==> src/rtl/pdh_capture_pkg.sv <==
// Shared definitions for the PDH capture path: streamer FSM states and the
// default capture depth agreed with the capture controller.
package pdh_capture_pkg;

  localparam int CAPTURE_DEPTH = 16_384;
  localparam int AXIS_DW       = 64;

  typedef enum logic [1:0] {
    ST_IDLE,
    ST_STREAM,
    ST_DRAIN,
    ST_DONE
  } state_t;

endpackage

==> src/rtl/stream_skid_fifo.sv <==
// Two-entry head/tail FIFO; the head register drives the stream directly so
// valid and data come straight from flops and only change on a pop or push.
module stream_skid_fifo #(
  parameter int W = 65
) (
  input  logic         clk,
  input  logic         rst_n,
  input  logic         flush,
  input  logic         push,
  input  logic [W-1:0] push_data,
  input  logic         pop,
  output logic         out_valid,
  output logic [W-1:0] out_data,
  output logic         full,
  output logic         empty
);

  logic         head_valid_reg;
  logic [W-1:0] head_data_reg;
  logic         tail_valid_reg;
  logic [W-1:0] tail_data_reg;
  logic         pop_fire;

  assign pop_fire  = head_valid_reg && pop;
  assign out_valid = head_valid_reg;
  assign out_data  = head_data_reg;
  assign full      = tail_valid_reg;
  assign empty     = !head_valid_reg;

  always_ff @(posedge clk or negedge rst_n) begin
    if (!rst_n) begin
      head_valid_reg <= 1'b0;
      head_data_reg  <= '0;
      tail_valid_reg <= 1'b0;
      tail_data_reg  <= '0;
    end else if (flush) begin
      head_valid_reg <= 1'b0;
      tail_valid_reg <= 1'b0;
    end else if (pop_fire) begin
      if (tail_valid_reg) begin
        head_data_reg  <= tail_data_reg;
        tail_valid_reg <= push;
        if (push) tail_data_reg <= push_data;
      end else begin
        head_valid_reg <= push;
        if (push) head_data_reg <= push_data;
      end
    end else if (push) begin
      // Writer never pushes into a full FIFO; the read credit prevents it.
      if (!head_valid_reg) begin
        head_valid_reg <= 1'b1;
        head_data_reg  <= push_data;
      end else if (!tail_valid_reg) begin
        tail_valid_reg <= 1'b1;
        tail_data_reg  <= push_data;
      end
    end
  end

endmodule

==> src/rtl/bram_dma_streamer.sv <==
// Streams one completed capture (BRAM words 0..DEPTH-1) out as AXI4-Stream and
// handshakes completion back to the capture controller with a level signal.
module bram_dma_streamer
  import pdh_capture_pkg::*;
#(
  parameter int DEPTH       = CAPTURE_DEPTH,
  parameter int AW          = $clog2(DEPTH),
  parameter int SYNC_STAGES = 2
) (
  input  logic          axi_clk,
  input  logic          rst_ni,
  input  logic          dma_enable_i,
  output logic          dma_termination_o,
  output logic [AW-1:0] bram_addr_o,
  input  logic [63:0]   bram_rdata_i,
  output logic [63:0]   m_axis_tdata,
  output logic          m_axis_tvalid,
  input  logic          m_axis_tready,
  output logic          m_axis_tlast,
  output logic          busy_o
);

  localparam logic [AW-1:0] LAST_IDX = AW'(DEPTH - 1);

  logic [SYNC_STAGES-1:0] en_sync_reg;
  logic                   en_d_reg;
  logic                   en_s;
  logic                   en_rise;

  state_t                 state_reg;
  logic [AW-1:0]          addr_reg;
  logic [AW-1:0]          beat_cnt_reg;
  logic                   rd_inflight_reg;
  logic                   rd_last_reg;
  logic                   term_reg;

  logic                   fifo_valid;
  logic                   fifo_full;
  logic                   fifo_empty;
  logic [64:0]            fifo_dout;

  logic                   active;
  logic                   abort;
  logic                   beat_fire;
  logic                   last_fire;
  logic                   addr_last;
  logic                   rd_issue;
  logic [1:0]             occupancy;
  logic [2:0]             credit_used;

  // Synchronizer and edge detector reset high so an enable already held
  // across reset is not mistaken for a fresh request.
  always_ff @(posedge axi_clk or negedge rst_ni) begin
    if (!rst_ni) begin
      en_sync_reg <= '1;
      en_d_reg    <= 1'b1;
    end else begin
      en_sync_reg <= {en_sync_reg[SYNC_STAGES-2:0], dma_enable_i};
      en_d_reg    <= en_s;
    end
  end

  assign en_s    = en_sync_reg[SYNC_STAGES-1];
  assign en_rise = en_s && !en_d_reg;

  assign active    = (state_reg == ST_STREAM) || (state_reg == ST_DRAIN);
  assign abort     = active && !en_s;
  assign beat_fire = fifo_valid && m_axis_tready;
  assign last_fire = beat_fire && (beat_cnt_reg == LAST_IDX);
  assign addr_last = (addr_reg == LAST_IDX);

  // Occupancy is taken after this cycle's pop so a ready sink sees no bubbles.
  assign occupancy   = fifo_full ? 2'd2 : (fifo_empty ? 2'd0 : 2'd1);
  assign credit_used = {1'b0, occupancy} + {2'b00, rd_inflight_reg} - {2'b00, beat_fire};
  assign rd_issue    = (state_reg == ST_STREAM) && en_s && (credit_used < 3'd2);

  always_ff @(posedge axi_clk or negedge rst_ni) begin
    if (!rst_ni) begin
      state_reg       <= ST_IDLE;
      addr_reg        <= '0;
      beat_cnt_reg    <= '0;
      rd_inflight_reg <= 1'b0;
      rd_last_reg     <= 1'b0;
      term_reg        <= 1'b0;
    end else begin
      rd_inflight_reg <= rd_issue;
      rd_last_reg     <= rd_issue && addr_last;
      if (beat_fire) beat_cnt_reg <= beat_cnt_reg + 1'b1;

      case (state_reg)
        ST_IDLE: begin
          term_reg <= 1'b0;
          if (en_rise) begin
            state_reg    <= ST_STREAM;
            addr_reg     <= '0;
            beat_cnt_reg <= '0;
          end
        end
        ST_STREAM: begin
          if (abort) begin
            state_reg <= ST_IDLE;
          end else if (rd_issue) begin
            if (addr_last) state_reg <= ST_DRAIN;
            else           addr_reg  <= addr_reg + 1'b1;
          end
        end
        ST_DRAIN: begin
          if (abort) begin
            state_reg <= ST_IDLE;
          end else if (last_fire) begin
            state_reg <= ST_DONE;
            term_reg  <= 1'b1;
          end
        end
        ST_DONE: begin
          if (!en_s) begin
            state_reg <= ST_IDLE;
            term_reg  <= 1'b0;
          end
        end
        default: state_reg <= ST_IDLE;
      endcase
    end
  end

  stream_skid_fifo #(
    .W(65)
  ) u_fifo (
    .clk       (axi_clk),
    .rst_n     (rst_ni),
    .flush     (abort),
    .push      (rd_inflight_reg),
    .push_data ({rd_last_reg, bram_rdata_i}),
    .pop       (m_axis_tready),
    .out_valid (fifo_valid),
    .out_data  (fifo_dout),
    .full      (fifo_full),
    .empty     (fifo_empty)
  );

  assign bram_addr_o       = addr_reg;
  assign m_axis_tdata      = fifo_dout[63:0];
  assign m_axis_tvalid     = fifo_valid;
  assign m_axis_tlast      = fifo_valid && fifo_dout[64];
  assign dma_termination_o = term_reg;
  assign busy_o            = (state_reg != ST_IDLE);

endmodule

==> config.mk <==
export PLATFORM = sky130hd
export DESIGN_NAME = bram_dma_streamer
export DESIGN_NICKNAME = d
export VERILOG_FILES = /design/src/rtl/pdh_capture_pkg.sv /design/src/rtl/stream_skid_fifo.sv /design/src/rtl/bram_dma_streamer.sv
export SDC_FILE = /design/constraint.sdc
export NUM_CORES = 1
export LEC_CHECK = 0
export CAP_MARGIN = 15
export CORE_MARGIN = 3
export CORE_UTILIZATION = 60
export CTS_CLUSTER_DIAMETER = 60
export CTS_CLUSTER_SIZE = 20
export DETAILED_ROUTE_END_ITERATION = 10
export DONT_BUFFER_PORTS = 1
export PLACE_DENSITY = 0.83
export SLEW_MARGIN = 10
export SYNTH_ARGS = -nofsm -noshare
export SYNTH_HDL_FRONTEND = slang
export SYNTH_SLANG_ARGS = --single-unit
==> constraint.sdc <==
create_clock -name axi_clk -period 5.35 [get_ports axi_clk]
set_clock_uncertainty 0.1 [all_clocks]
set_input_delay 0.535 -clock axi_clk [delete_from_list [all_inputs] [get_ports axi_clk]]
set_output_delay 0.535 -clock axi_clk [all_outputs]
set_load 0.02 [all_outputs]
==> metrics.cfg <==
[sta]
max_freq_ghz=0.310
tightest_slew_ns=0.980
setup_ws_ns=2.12
setup_viol=0
final_max_slew_viol_count=0
fin_crit_sh=0.604
worst_hold_slack_ns=0.00534
fin_tns_setup_ns=0
layout_min_cycle_time_ns=3.23
slew-limit-headroom=0.345
rsz0062_at_grt=false
finalHoldViolCount=0

[yosys]
synth_top_family_by_area=multiplexers
yosys_most_used_dff=dfrtp_1
synth_top_area_share=0.516
synth_adder_area_share=0.0134
synth-edff-count=0
synth-xor-area-share=0.0131
ys_ff_latch=168
yosys.cell_count.top_type=dfrtp_1
yosys_warnings=0
synthTopCellsByArea=dfrtp_1, mux2_2, mux2i_1
synth_fp_nets=800
synth_top_cell_by_area=dfrtp_1
yosysSeqAreaShare=0.526
synth_area_um2=8000
synthMuxAreaShare=0.175
synth.distinct_cells=48
synthSimpleGateAreaFrac=0.105
synth_common_cells=dfrtp_1, nor2_1, a21oi_1
synth_compound_area_frac=0.0815
syn_inst=724
async_reset_ff_frac=1.00
syn_area_per_cell_um2=11.1

[placement]
gp_congestion=0.808
hpwl_mm=10.5
io_buffers=0
dp_worst_setup_slack_ns=2.08
placed_cell_area_um2=7630
placedCellCount=797

[detailed_routing]
dr.pass1.iters=5
vias=4935
drtIter0Drc=261
ant_nets=0
wl_per_cell_um=18.7
finalWirelength_mm=15.5
drc_errors=0
viasPerCell=5.94

[grt]
grtUsageTotal=0.217
grt_max_degree=169
antenna_found_initial=0
grt_pass1_vias=5104
grt_pass1_wl_mm=25.4
grt_overflow=0

[cts]
htree_levels=4
post_cts_buffers=0
cts_tree=yes
ctsLongestPathBuffers=2
cts_buffers=17
cts_sinks=168
root_buffer=clkbuf_16
clk_pin_slew_ns=0.06
cts_resized=0
clock_latency_ns=0.42

[hold_path]
holdCritPathClass=in -> async

[power_and_ir_drop]
powerDensity_nw_per_um2=565
power.net_switching_mw=1.79
combinationalPowerShare=0.227
pwr-share-seq=0.526
vdd_drop_max_mv=0.289
total_leakage_power_nw=3.45
power_mw=4.65
switching_share=0.385
power.internal_mw=2.86
clkPwrFrac=0.247

[floorplanning]
ios=150
initial_core_util=0.624
fp.dieW_um=121
core-area_um2=12800
row_count=41
die_h_um=121
dieArea_um2=14800

[worst_setup_path]
worst_path_largest_cell_delay_ns=0.68
r2r_setup_slack_ns=2.12
cp.required_ns=5.55
start_kind=register
critical_path_arrival_ns=3.43
path_cells=and3_4, fa_1, xnor2_1, nand2_1, inv_1, a31oi_1, a311oi_1, mux2_2
criticalPathCategory=reg -> reg
cp-end-kind=register
r2r-end=state_reg[1]$_DFFE_PN0P_
rr_worst_depth=8
reg2reg_from=u_fifo.out_valid$_DFFE_PN0P_
crit_fanout=32
cp_top_family=simple AND/OR/NAND/NOR gates
cpMaxStageDelayCell=and3_4
cp.buffers_inverters=1

[finish]
stdcell_count=831
area_delta_synth_final_pct=2.81
final_core_util=0.641
layout-drive-gt1-share=0.171
final_nets=722
diodes=0
design_area_um2=8230

[run]
drv_cap=0

[outcome]
status=complete, no violations

how the worst max path moves through the flow:
| stage | startpoint | end | slack [ns] | depth (start not counted) |
|---|---|---|---|---|
| 2_1_floorplan | m_axis_tready | bram_addr_o[9]$_DFFE_PN0P_ | 2.00 | 10 |
| 3_5_place_dp | u_fifo.out_valid$_DFFE_PN0P_ | state_reg[1]$_DFFE_PN0P_ | 2.08 | 8 |
| 5_1_grt | u_fifo.out_valid$_DFFE_PN0P_ | state_reg[1]$_DFFE_PN0P_ | 1.86 | 8 |
| 4_1_cts | u_fifo.out_valid$_DFFE_PN0P_ | state_reg[1]$_DFFE_PN0P_ | 2.08 | 8 |
| 3_3_place_gp | u_fifo.out_valid$_DFFE_PN0P_ | bram_addr_o[9]$_DFFE_PN0P_ | 2.20 | 7 |
| 6_report | u_fifo.out_valid$_DFFE_PN0P_ | state_reg[1]$_DFFE_PN0P_ | 2.12 | 8 |
worst reg2reg max path, stage by stage (launching register included):
cell,delay [ns]
dfrtp_1,0.67
and3_4,0.68
fa_1,0.30
xnor2_1,0.15
nand2_1,0.19
inv_1,0.15
a31oi_1,0.09
a311oi_1,0.39
mux2_2,0.40
layout by cell type, fill, tap and decap left out, drive strengths merged, types with 2 or more instances in the layout:
master    netlist  routed
dfrtp         165     165
nor2           89      89
a21oi          78      78
mux2           66      66
mux2i          66      66
nand2          26      26
clkbuf         27      21
nand3          14      14
inv            11      11
nand4          10      10
nor3            9       9
nand2b          8       8
xnor2           7       7
ha              7       7
o211ai          6       6
and3            6       6
buf            77       6
xor2            5       5
clkinvlp        0       5
clkinv          0       5
o21ai           4       4
or4             4       4
a31oi           3       3
a221o           3       3
a211o           3       3
dfstp           3       3
nor4            2       2
or3             2       2
nor2b           2       2
a21o            2       2
o41ai           2       2
and2            2       2
a2111oi         2       2
metal layers:
metal	wire length, um	vias up	global-route usage
met3	1210	21	0.0737
li1	-	2290	-
met4	244	0	0.0812
met5	0	-	0
met2	8190	164	0.375
met1	5860	2460	0.250
cell families after synthesis:
kind of cell               count (synthesis)
DFF                                      168
AOI/OAI and AO/OA                        108
and+or+nand+nor                          181
buffers and inverters                    115
muxes                                    132
xor gates and xnor gates                  12
adders and majority gates                  8
power by group through the flow:
stage / Clock, mW / Sequential, mW / Combinational [mW]
finish: 1.15 / 2.45 / 1.05
global route: 1.23 / 2.51 / 1.20
CTS: 1.17 / 2.45 / 1.07
detailed placement: 0 / 2.47 / 1.03
global placement: 0 / 2.44 / 0.952
floorplan: 0 / 2.01 / 1.53
area by class of cell:
class | count | area, um^2
Multi-Input combinational cell | 441 | 3130
Tap cell | 172 | 215
Fill cell | 988 | 4600
Clock inverter | 11 | 100
Timing Repair Buffer | 7 | 75.1
Inverter | 11 | 41.3
Sequential cell | 168 | 4210
Clock buffer | 21 | 460
what timing repair did:
action	CTS	global route
hold buffers	2	0
hold endpoints to repair	169	0
setup endpoints to repair	0	0
(Power assumes the default switching activity.)
